**src/rtl/if_id_skid_reg.sv**
```systemverilog
// IF/ID stage register with valid/ready handshake and a two-entry skid buffer.
// Also provides flush, NOP injection on empty, occupancy and a saturating stall counter.
module if_id_skid_reg #(
   parameter int                 ADDR_W    = 32,
   parameter int                 INSTR_W   = 32,
   parameter logic [INSTR_W-1:0] NOP_INSTR = '0,
   parameter int                 CNT_W     = 16
) (
   input  logic               clk,
   input  logic               rst,
   input  logic               flush,
   input  logic               in_valid,
   output logic               in_ready,
   input  logic [ADDR_W-1:0]  in_addr,
   input  logic [INSTR_W-1:0] in_instr,
   output logic               out_valid,
   input  logic               out_ready,
   output logic [ADDR_W-1:0]  out_addr,
   output logic [INSTR_W-1:0] out_instr,
   output logic [1:0]         occupancy,
   output logic [CNT_W-1:0]   stall_cnt
);

   typedef enum logic [1:0] {
      EMPTY = 2'd0,
      ONE   = 2'd1,
      FULL  = 2'd2
   } state_t;

   localparam logic [CNT_W-1:0] CNT_MAX = {CNT_W{1'b1}};

   state_t               state_q, state_d;
   logic [ADDR_W-1:0]    mainAddr_q, mainAddr_d;
   logic [INSTR_W-1:0]   mainInstr_q, mainInstr_d;
   logic [ADDR_W-1:0]    skidAddr_q, skidAddr_d;
   logic [INSTR_W-1:0]   skidInstr_q, skidInstr_d;
   logic [1:0]           occupancy_q, occupancy_d;
   logic [CNT_W-1:0]     stallCnt_q, stallCnt_d;

   logic mainValid;
   logic skidValid;
   logic accept;
   logic drain;

   // Valid bits come straight from the state, so in_ready never depends on out_ready.
   assign mainValid = (state_q != EMPTY);
   assign skidValid = (state_q == FULL);

   assign in_ready  = !skidValid;
   assign out_valid = mainValid;
   assign out_addr  = mainAddr_q;
   assign out_instr = mainInstr_q;
   assign occupancy = occupancy_q;
   assign stall_cnt = stallCnt_q;

   assign accept = in_valid & in_ready;
   assign drain  = out_valid & out_ready;

   always_comb begin
      state_d     = state_q;
      mainAddr_d  = mainAddr_q;
      mainInstr_d = mainInstr_q;
      skidAddr_d  = skidAddr_q;
      skidInstr_d = skidInstr_q;

      unique case (state_q)
         EMPTY: begin
            if (accept) begin
               mainAddr_d  = in_addr;
               mainInstr_d = in_instr;
               state_d     = ONE;
            end
         end
         ONE: begin
            if (accept && drain) begin
               mainAddr_d  = in_addr;
               mainInstr_d = in_instr;
            end else if (accept) begin
               skidAddr_d  = in_addr;
               skidInstr_d = in_instr;
               state_d     = FULL;
            end else if (drain) begin
               mainAddr_d  = '0;
               mainInstr_d = NOP_INSTR;
               state_d     = EMPTY;
            end
         end
         FULL: begin
            if (drain) begin
               mainAddr_d  = skidAddr_q;
               mainInstr_d = skidInstr_q;
               skidAddr_d  = '0;
               skidInstr_d = NOP_INSTR;
               state_d     = ONE;
            end
         end
         default: begin
            state_d = EMPTY;
         end
      endcase

      // Flush discards both held entries and anything accepted this cycle.
      if (flush) begin
         state_d     = EMPTY;
         mainAddr_d  = '0;
         mainInstr_d = NOP_INSTR;
         skidAddr_d  = '0;
         skidInstr_d = NOP_INSTR;
      end
   end

   always_comb begin
      occupancy_d = 2'd0;
      unique case (state_d)
         ONE:     occupancy_d = 2'd1;
         FULL:    occupancy_d = 2'd2;
         default: occupancy_d = 2'd0;
      endcase
   end

   always_comb begin
      stallCnt_d = stallCnt_q;
      if (out_valid && !out_ready && (stallCnt_q != CNT_MAX)) begin
         stallCnt_d = stallCnt_q + 1'b1;
      end
   end

   always_ff @(posedge clk) begin
      if (!rst) begin
         state_q     <= EMPTY;
         mainAddr_q  <= '0;
         mainInstr_q <= NOP_INSTR;
         skidAddr_q  <= '0;
         skidInstr_q <= NOP_INSTR;
         occupancy_q <= 2'd0;
         stallCnt_q  <= '0;
      end else begin
         state_q     <= state_d;
         mainAddr_q  <= mainAddr_d;
         mainInstr_q <= mainInstr_d;
         skidAddr_q  <= skidAddr_d;
         skidInstr_q <= skidInstr_d;
         occupancy_q <= occupancy_d;
         stallCnt_q  <= stallCnt_d;
      end
   end

endmodule
```
**config.mk**
```make
export PLATFORM = sky130hd
export DESIGN_NAME = if_id_skid_reg
export DESIGN_NICKNAME = d
export VERILOG_FILES = /design/src/rtl/if_id_skid_reg.sv
export SDC_FILE = /design/constraint.sdc
export NUM_CORES = 1
export LEC_CHECK = 0
export ABC_AREA = 0
export BUFFER_PORTS_ARGS = -buffer_cell sky130_fd_sc_hd__buf_4
export CAP_MARGIN = 20
export CORE_ASPECT_RATIO = 0.75
export CORE_MARGIN = 3
export CORE_UTILIZATION = 30
export DETAILED_ROUTE_END_ITERATION = 16
export PLACE_DENSITY = 0.58
export SLEW_MARGIN = 20
export SYNTH_ARGS = -nofsm -noshare
export SYNTH_HDL_FRONTEND = slang
export SYNTH_SLANG_ARGS = --single-unit
```
**constraint.sdc**
```tcl
create_clock -name clk -period 6.5 [get_ports clk]
set_clock_uncertainty 0.2 [all_clocks]
set_input_delay 1.3 -clock clk [delete_from_list [all_inputs] [get_ports clk]]
set_output_delay 1.3 -clock clk [all_outputs]
set_load 0.05 [all_outputs]
```
## Word-level counts from Yosys, hierarchy flattened

Cells that the tools add are included.

| storage, ports and cells | value |
|---|---|
| register bits | 148 |
| input port bits | 69 |
| output and inout bits | 84 |
| logic and storage cells | 56 |

| cells by class | value |
|---|---|
| $add $sub $neg | 1 |
| eq/ne operators | 11 |
| mux-type cells | 22 |
| bitwise gates (word level) | 3 |
| reduce and logical (&&, ||, !) cells | 12 |

Operators by type and width:

| operator | number |
|---|---|
| $mux 32 | 10 |
| $pmux 32 s3 | 2 |
| $pmux 32 s2 | 2 |
| $add 16x1->16 const B | 1 |
| $ne 16x16->1 const B | 1 |
| $mux 2 | 6 |
| $ne 2x2->1 const B | 3 |
| $ne 3x3->1 const B | 2 |
| $pmux 2 s3 | 1 |
| $reduce_and 5->1 | 1 |
| $eq 2x1->1 const B | 2 |
| $eq 2x2->1 const B | 2 |
| $pmux 2 s2 | 1 |
| $reduce_and 4->1 | 1 |
| $reduce_bool 2->1 | 2 |
| $logic_and 1x1->1 | 3 |
| $reduce_bool 3->1 | 1 |
| $and 1x1->1 | 2 |
| $logic_not 1->1 | 2 |
| $logic_not 2->1 | 1 |
| $ne 2x1->1 const B | 1 |
| $reduce_or 2->1 | 1 |
| $not 1->1 | 1 |

## Longest topological paths before layout

Gate-level depths: netlist of the first run.

| logic depth | value |
|---|---|
| word-level depth | 9 |
| depth in mapped cells | 9 |
| gate-level depth less buffers | 6 |

## Least setup slack after synthesis of the first run

No wires, ideal clock.

| path | value |
|---|---|
| path type | input to register |
| from | in in_valid |
| to | reg mainAddr_q[0] (netlist: out_addr[0]) |
| library setup time | 0.132 ns |
| data arrival time | 2.415 ns |
| required time | 6.168 ns |
| slack | 3.753 ns |
| stages | 6 |
| path buffers | 2 |
| cell sequence | nor2b_1 > a41o_1 > buf_2 > buf_2 > a2111oi_0 > nor3_1 |

| between the ends | value |
|---|---|
| longest elaborated chain between the ends | 4 |
| elaborated cells between the ends (all ways) | 8 |
| those cells by class | eq/ne: 3; mux: 2; bitwise: 1; reduce/logical: 2 |

Ends and longest elaborated chain:

| what | line | RTL |
|---|---|---|
| start: declaration | 12 | `input logic in_valid,` |
| $and 1x1->1 (*) | 56 | `assign accept = in_valid & in_ready;` |
| $logic_and 1x1->1 | 75 | `if (accept && drain) begin` |
| $ne 3x3->1 (no source line) or $mux 32 (tied branches) | n/a |  |
| $reduce_and 5->1 (no source line) or $pmux 32 s3 (tied branches) | n/a |  |
| end signal: assignment | 139 | `mainAddr_q <= mainAddr_d;` |
| end: declaration | 33 | `logic [ADDR_W-1:0] mainAddr_q, mainAddr_d;` |

Every way passes the cells marked *; elsewhere a longest branch is shown, timed or not.
A chain may end at the register's enable or synchronous reset.

## Worst setup path after layout of the first run

| path | value |
|---|---|
| from | reg state_q[0] |
| to | out in_ready |

| between the ends | value |
|---|---|
| longest elaborated chain between the ends | 2 |

Ends and longest elaborated chain:

| what | line | RTL |
|---|---|---|
| start: declaration | 32 | `state_t state_q, state_d;` |
| start signal: assignment | 138 | `state_q <= state_d;` |
| $eq 2x2->1 | 47 | `assign skidValid = (state_q == FULL);` |
| $logic_not 1->1 | 49 | `assign in_ready = !skidValid;` |
| end: declaration | 13 | `output logic in_ready,` |

Every way passes these cells.

==> results of run 1 <==
## per-layer routing
layer,track usage [%],vias to the layer above,part of all wire (%)
met5,0,-,0
met2,25.1,215,43
met3,4.54,21,6.7
met4,4.58,0,1.2
met1,25.8,3416,50
li1,-,3346,-
## final cells by class
cell class	instances	share of cell area, %
Timing Repair Buffer	162	13.6
Clock inverter	11	1.44
Inverter	11	0.488
Tap cell	300	4.19
Clock buffer	21	5.13
Multi-Input combinational cell	548	42.2
Sequential cell	148	33.0
## state kept, by name, indices dropped and copies added (netlist names)
| register | flops |
|---|---|
| out_addr | 32 |
| out_instr | 32 |
| skidAddr_q | 32 |
| skidInstr_q | 32 |
| stall_cnt | 16 |
| occupancy | 2 |
| state_q | 2 |
## logic make-up (layout without fill, tap and decap cells)
| kind of cell | count (synthesis) | count (layout) | synth area share [%] |
|---|---|---|---|
| xor+xnor | 2 | 2 | 0.243 |
| flops | 148 | 148 | 41.1 |
| fa+ha+maj | 7 | 7 | 1.18 |
| simple gates | 244 | 244 | 22.4 |
| compound gates | 291 | 291 | 27.3 |
| buf+inv | 120 | 205 | 7.19 |
| mux | 4 | 4 | 0.573 |
## cell usage in the layout, fill, tap and decap left out, types with 3 or more instances in the layout
master     netlist  final
nand3_1          4      4
clkbuf_16        0     17
clkinv_4         0      5
or3_1            4      4
nand4_1          3      3
inv_1           10      9
nor2_1           6      6
mux2i_1          3      3
nor4_1           6      6
a2111oi_0       64     64
buf_4            1    162
nand2b_1         6      5
o31ai_1         67     67
nand4b_1        64     64
nand2_1          6      6
and3_1          67     67
dfxtp_1        148    148
a21oi_1        135    135
ha_2             0      3
o21ai_0          5      5
nor3_1          65     65
## report_power, final
group	leakage (nW)	switching (mW)	internal (mW)
Combinational	1.92	0.262	0.126
Sequential	1.20	0.0189	0.941
Clock	0.283	0.412	0.588
Total	3.41	0.693	1.66
## path summary, 6_finish.rpt
path               endpoint  slack, ns
max                in_ready       3.03
min          skidInstr_q[7]       0.26
max reg2reg    out_addr[15]       3.06
min reg2reg  skidInstr_q[7]       0.26
## worst register-to-register path, stage by stage (launching register included)
cell and delay (ns):
dfxtp_1 0.42, inv_1 0.14, ha_2 0.56, nand2b_1 0.43, o22ai_4 0.81, buf_4 0.50, a21oi_1 0.13, nor3_1 0.17
==> impl_results.md, run 1 <==
- Antenna diodes: 0
- Filler instances: around 2400
- Asr flop ratio synth: 0%
- Core Rows: 48
- # Max-Cap Violations: 0
- Hold Path Depth: 2
- Highest clock rate: between 200 and 300 MHz
- Wire length of the first global-routing pass: 36.8 mm
- Critical Path Start: state_q[0]
- TritonCTS Buffers: 17
- Post-Route WL: 23.4 mm
- Post-Synthesis Cells: 816
- Final setup violating endpoints: 0
- Final slew viol count: 0
- Global route overflow: 0
- Mapped Nets: 891
- Initial core utilization: slightly above 30%
- Layout area overhead: 24.5%
- Slew HR: 26.3%
- Post-DRT Antenna Nets: 0
- Core footprint: 23300 sq um
- Non-filler cells, final: approximately 1200
- Multi-input gate area: 3780 sq um
- 1st-pass router iterations: 5
- Vias/cell: ~6
- Post-CTS Resized: 0
- Outcome: finished, final reports clean
- Fin. Hold Viols: 0
- Worst skew pair latency: 0.42 ns
- Post-route setup slack: 3.03 ns
- Hold Crit Start: skidInstr_q[7]
- Vias in the first global route: roughly 6600
- Max IR drop VDD: 0.000170 V
- Yosys cell types: 56
- Synth warnings: 0
- CP top delay family: buffers and inverters
- Die area: approximately 26000 sq um
- WS Path Type: reg2out
- GR Util All Layers: 17.5%
- Starting DRC count in detailed routing: 544
- Placed Cells: about 1200
- Setup WS pre-CTS: approximately 2.9 ns
- Worst path cell trace: inv_1 > ha_2 > buf_4 > inv_1 > buf_4
- Root Driver: clkbuf_16
- Synth Register Bits: 148
- CP Capture Type: primary output
- # port buffers: 152
- Sequential fraction of the synthesis area: 41.1%
- Top FF cell, synth: dfxtp_1
- Worst EP arrival: approximately 2.0 ns
- Die W: 185 um
- Setup Buffers After CTS: 0
- Hold crit path type: reg2reg
- Fin area: 8970 sq um
- Finished Core Util: 38.5%
- Clk slew on worst S/H paths: 0.07 ns
- Hold Buf Count CTS: 0
- Die Ht: 140 um
- Worst-path maximum fanout: 67
- Pleak: 3.41 nW
- Sink Count: 148
- Post-Syn Area: 7200 sq um
- EDFF count, synth: 0
- RR Startpoint: state_q[0]
- Worst Path Required: 5.00 ns
- Worst slew pin tran: between 1 and 1.5 ns
- Minimum clock period: 3.47 ns
- Ports: 153
- H-tree Lvls: 4
- Largest stage delay, worst path: 0.52 ns
- Seq. cell area: 2960 sq um
- CP Launch Type: flop
- Slowest CP cell: buf_4
- Reg2Reg Depth: 7
- Pwr/cell area: around 260 nW/um^2
- Routability congestion estimate: 0.757
- Synthesized area per cell: 8.83 sq um
- Placed cell area: about 8400 sq um
- Period utilization: a little over half
- Cell taking the most area after synthesis: dfxtp_1
- Share of the synthesized area in the top cell type: 41.1%
- CP Buf/Inv Count: 4
- Synth cell count leaders: dfxtp_1 (148), a21oi_1 (135), and3_1 (67), o31ai_1 (67), clkbuf_1 (66)
- Setup TNS: 0 ns
- Layout cells sized above 1: a little under a quarter
- CTS tree: built
- Hpwl dp: ~14 mm
- Final Net Count: 963
- Pwr Total: 2.35 mW
- Stages on worst setup path: 5
- Pin count of the biggest net entering global routing: 72
- Initial antenna violation count: 0
- Synth top area cells: dfxtp_1 (41%), a21oi_1 (9.4%), a2111oi_0 (7.8%)
- Hold_ws: between 0.2 and 0.3 ns
- CTS Buffer Depth: 2
- # DRC: 0
- Routed len/inst: 19.5 um
- Most frequent cell after synthesis: dfxtp_1
- Vias post-DR: 6998
- Setup repair after global routing missed its margin: false
Note: power is estimated with default switching activity, not from simulation.
==> run 2, diff against run 1 <==
ABC_AREA = 1   (was 0)
clock period = 3.21 ns   (was 6.5 ns; I/O delays follow)
==> run 2 against run 1 <==
- setup slack worse by 2.3 ns
- sequential share of layout area is 0.34 points lower
- highest routed layer unchanged
- worst hold slack worse by 0.0032 ns
- largest power group unchanged
- combinational power is 94% higher
- largest cell class unchanged
==> impl_results.md, run 2 <==
- Fin. Hold Viols: 0
- # DRC: 0
- Hold_ws: 0.260 ns
- WS Path Type: reg2out
- Minimum clock period: approximately 2.5 ns
- Initial antenna violation count: 0
- Outcome: finished, final reports clean
- Logic pwr share: 15.6%
- Stages on worst setup path: 4
- Reg2Reg Depth: 11
- Worst-path maximum fanout: 18
- Most frequent CP cell: inv_1
- Hold crit path type: reg2reg
- Die area: 25500 sq um
- Worst EP arrival: 1.68 ns
- Sink Count: 148
- Routability congestion estimate: 0.760
- Worst Path Required: 2.37 ns
- Sequential fraction of the synthesis area: between 40% and 50%
- Layout area overhead: 28.1%
- WL met2: between 8 and 9 mm
- Core Rows: 47
- Layout cells sized above 1: 18.4%
- Clock power share: 44.4%
- Pleak: approximately 4 nW
- Clk slew on worst S/H paths: around 0.060 ns
- Die Ht: 139 um
- # port buffers: 152
- Root Driver: clkbuf_16
- Final Net Count: 1233
- Synth cell count leaders: nand2_1 (258), inv_1 (153), dfxtp_1 (148)
- Starting DRC count in detailed routing: 440
- Initial core utilization: a little under a third
- Hold Path Depth: 2
- Post-Syn Area: 7070 sq um
- Mapped Nets: 1119
- Reg2Reg Setup Slack: 0.72 ns
- RR Startpoint: state_q[0]
- Met3 routed WL: 1.18 mm
- Top FF cell, synth: dfxtp_1
- Synth warnings: 0
- Highest clock rate: 397 MHz
- Routed len/inst: 14.2 um
- CP Launch Type: flop
- Pin count of the biggest net entering global routing: 91
- Filler instances: 2424
- Setup Buffers After CTS: 0
- Vias post-DR: approximately 7000
- Vias/cell: 4.76
- EDFF count, synth: 0
- # Max-Cap Violations: 0
- CTS tree: built
- Share of the synthesized area in the top cell type: a little over two fifths
- Most frequent cell after synthesis: nand2_1
- Wire length of the first global-routing pass: 33.4 mm
- Hold EP: skidAddr_q[15]
- Final slew viol count: 0
- Cell taking the most area after synthesis: dfxtp_1
- Pint: 3.44 mW
- TritonCTS Buffers: 17
- CP Buf/Inv Count: 3
- CP top delay family: adder cells
- Ports: approximately 150
- Slowest CP cell: ha_2
- GR Util All Layers: between 10% and 20%
- Slew HR: 49.5%
- Worst skew pair latency: between 0.4 and 0.5 ns
- Post-DRT Antenna Nets: 0
- Commonest non-fill, non-tap cells in the layout: nand2_1 (258), buf_4 (167), inv_1 (152), dfxtp_1 (148), a21oi_1 (141)
- Power share of the sequential group: 40.0%
- RR Endpoint: out_instr[10]
- Placed cell area: between 8000 and 9000 sq um
- Period utilization: 78.4%
- Met1 WL: 10.5 mm
- Setup TNS: 0 ns
- Synthesized area per cell: 6.77 sq um
- Post-Synthesis Cells: 1044
- Antenna diodes: 0
- Largest stage delay, worst path: about 0.47 ns
- Setup repair after global routing missed its margin: false
- Worst slew pin tran: 0.757 ns
- CP Capture Type: primary output
- Hold Buf Count CTS: 0
- Synth top area cells: dfxtp_1 (42%), nand2_1 (14%), a21oi_1 (10%)
- Final setup violating endpoints: 0
- Pwr/cell area: 534 nW/um^2
- P_sw: 1.40 mW
- Worst path cell trace: inv_1 > ha_2 > inv_1 > buf_4
- Commonest non-fill, non-tap cell in the layout: nand2_1
- 1st-pass router iterations: 5
- Top layer in use: met4
- Pwr Total: 4.84 mW
- Fin area: approximately 9100 sq um
- Post-Route WL: 20.8 mm
- Max IR drop VDD: approximately 0.00035 V
- Synth Register Bits: approximately 150
- Switching share of power: between 20% and 30%
- Hold Crit Start: skidAddr_q[15]
- Core footprint: 22600 sq um
- Vias in the first global route: 6383
- CTS Buffer Depth: 2
- Asr flop ratio synth: 0%
- Setup WS pre-CTS: 0.704 ns
- Yosys cell types: 24
- H-tree Lvls: 4
- Hpwl dp: 13.1 mm
- Die W: 183 um
- Post-CTS Resized: 0
- Global route overflow: 0
- Post-route setup slack: just under 0.7 ns
run 2: cell count changes after synthesis, moves of 67 or more:
| cell | before | now |
|---|---|---|
| nand2_1 | 6 | 258 |
| and3_1 | 67 | 0 |
| o31ai_1 | 67 | 0 |
| nand3_1 | 4 | 137 |
| inv_1 | 10 | 153 |
run 2: power by group through the flow:
stage	Clock, mW	Sequential (mW)	Combinational, mW
floorplan	0	2.14	0.338
global placement	0	1.98	0.759
detailed placement	0	1.98	0.760
CTS	2.21	1.94	0.763
global route	2.29	1.95	0.827
finish	2.15	1.94	0.755
run 2: worst min-delay path: cells and delay by family, from the launching register on:
family	cells	cell delay [ns]
DFF	1	0.31
and+or+nand+nor	1	0.06
AOI/OAI and AO/OA	1	0.05
run 2: cell type report:
type	count	area [sq um]	share of cell area (%)
Multi-Input combinational cell	664	3180	35.1
Sequential cell	148	2960	32.7
Timing Repair Buffer	171	1330	14.7
Inverter	156	588	6.49
Clock buffer	20	467	5.15
Tap cell	294	368	4.06
Clock inverter	12	164	1.81
run 2: kinds of logic (layout without fill, tap and decap cells):
kind of cell,Yosys count,in the layout,synth area share [%]
buffers and inverters,232,359,13.7
and+or+nand+nor,495,495,31.2
DFF,148,148,41.9
adders and majority gates,6,6,1.06
AOI/OAI and AO/OA,156,156,11.3
xor gates and xnor gates,7,7,0.867
run 2: stage by stage:
| stage | instances | util [%] |
|---|---|---|
| 3_5_place_dp | 1433 | 37.3 |
| 6_report | 1465 | 40.1 |
| 2_1_floorplan | 1044 | - |
| 3_3_place_gp | 1433 | 37.3 |
| 4_1_cts | 1465 | 40.1 |
| 5_1_grt | 1465 | 40.1 |
run 2: metal layers:
layer  vias to the layer above  track usage (%)
li1                       3596                -
met1                      3154             22.8
met2                       197             24.3
met3                        20             3.62
met4                         0             4.37
met5                         -                0
run 2: how the worst max path moves through the flow:
stage                         end  slack [ns]  startpoint
finish                   in_ready        0.69  state_q[0]
global route         out_addr[13]        0.39  state_q[0]
detailed placement   out_addr[22]        0.70  state_q[0]
floorplan                in_ready        0.90  state_q[0]
global placement    out_instr[10]        0.74  state_q[0]
CTS                      in_ready        0.66  state_q[0]
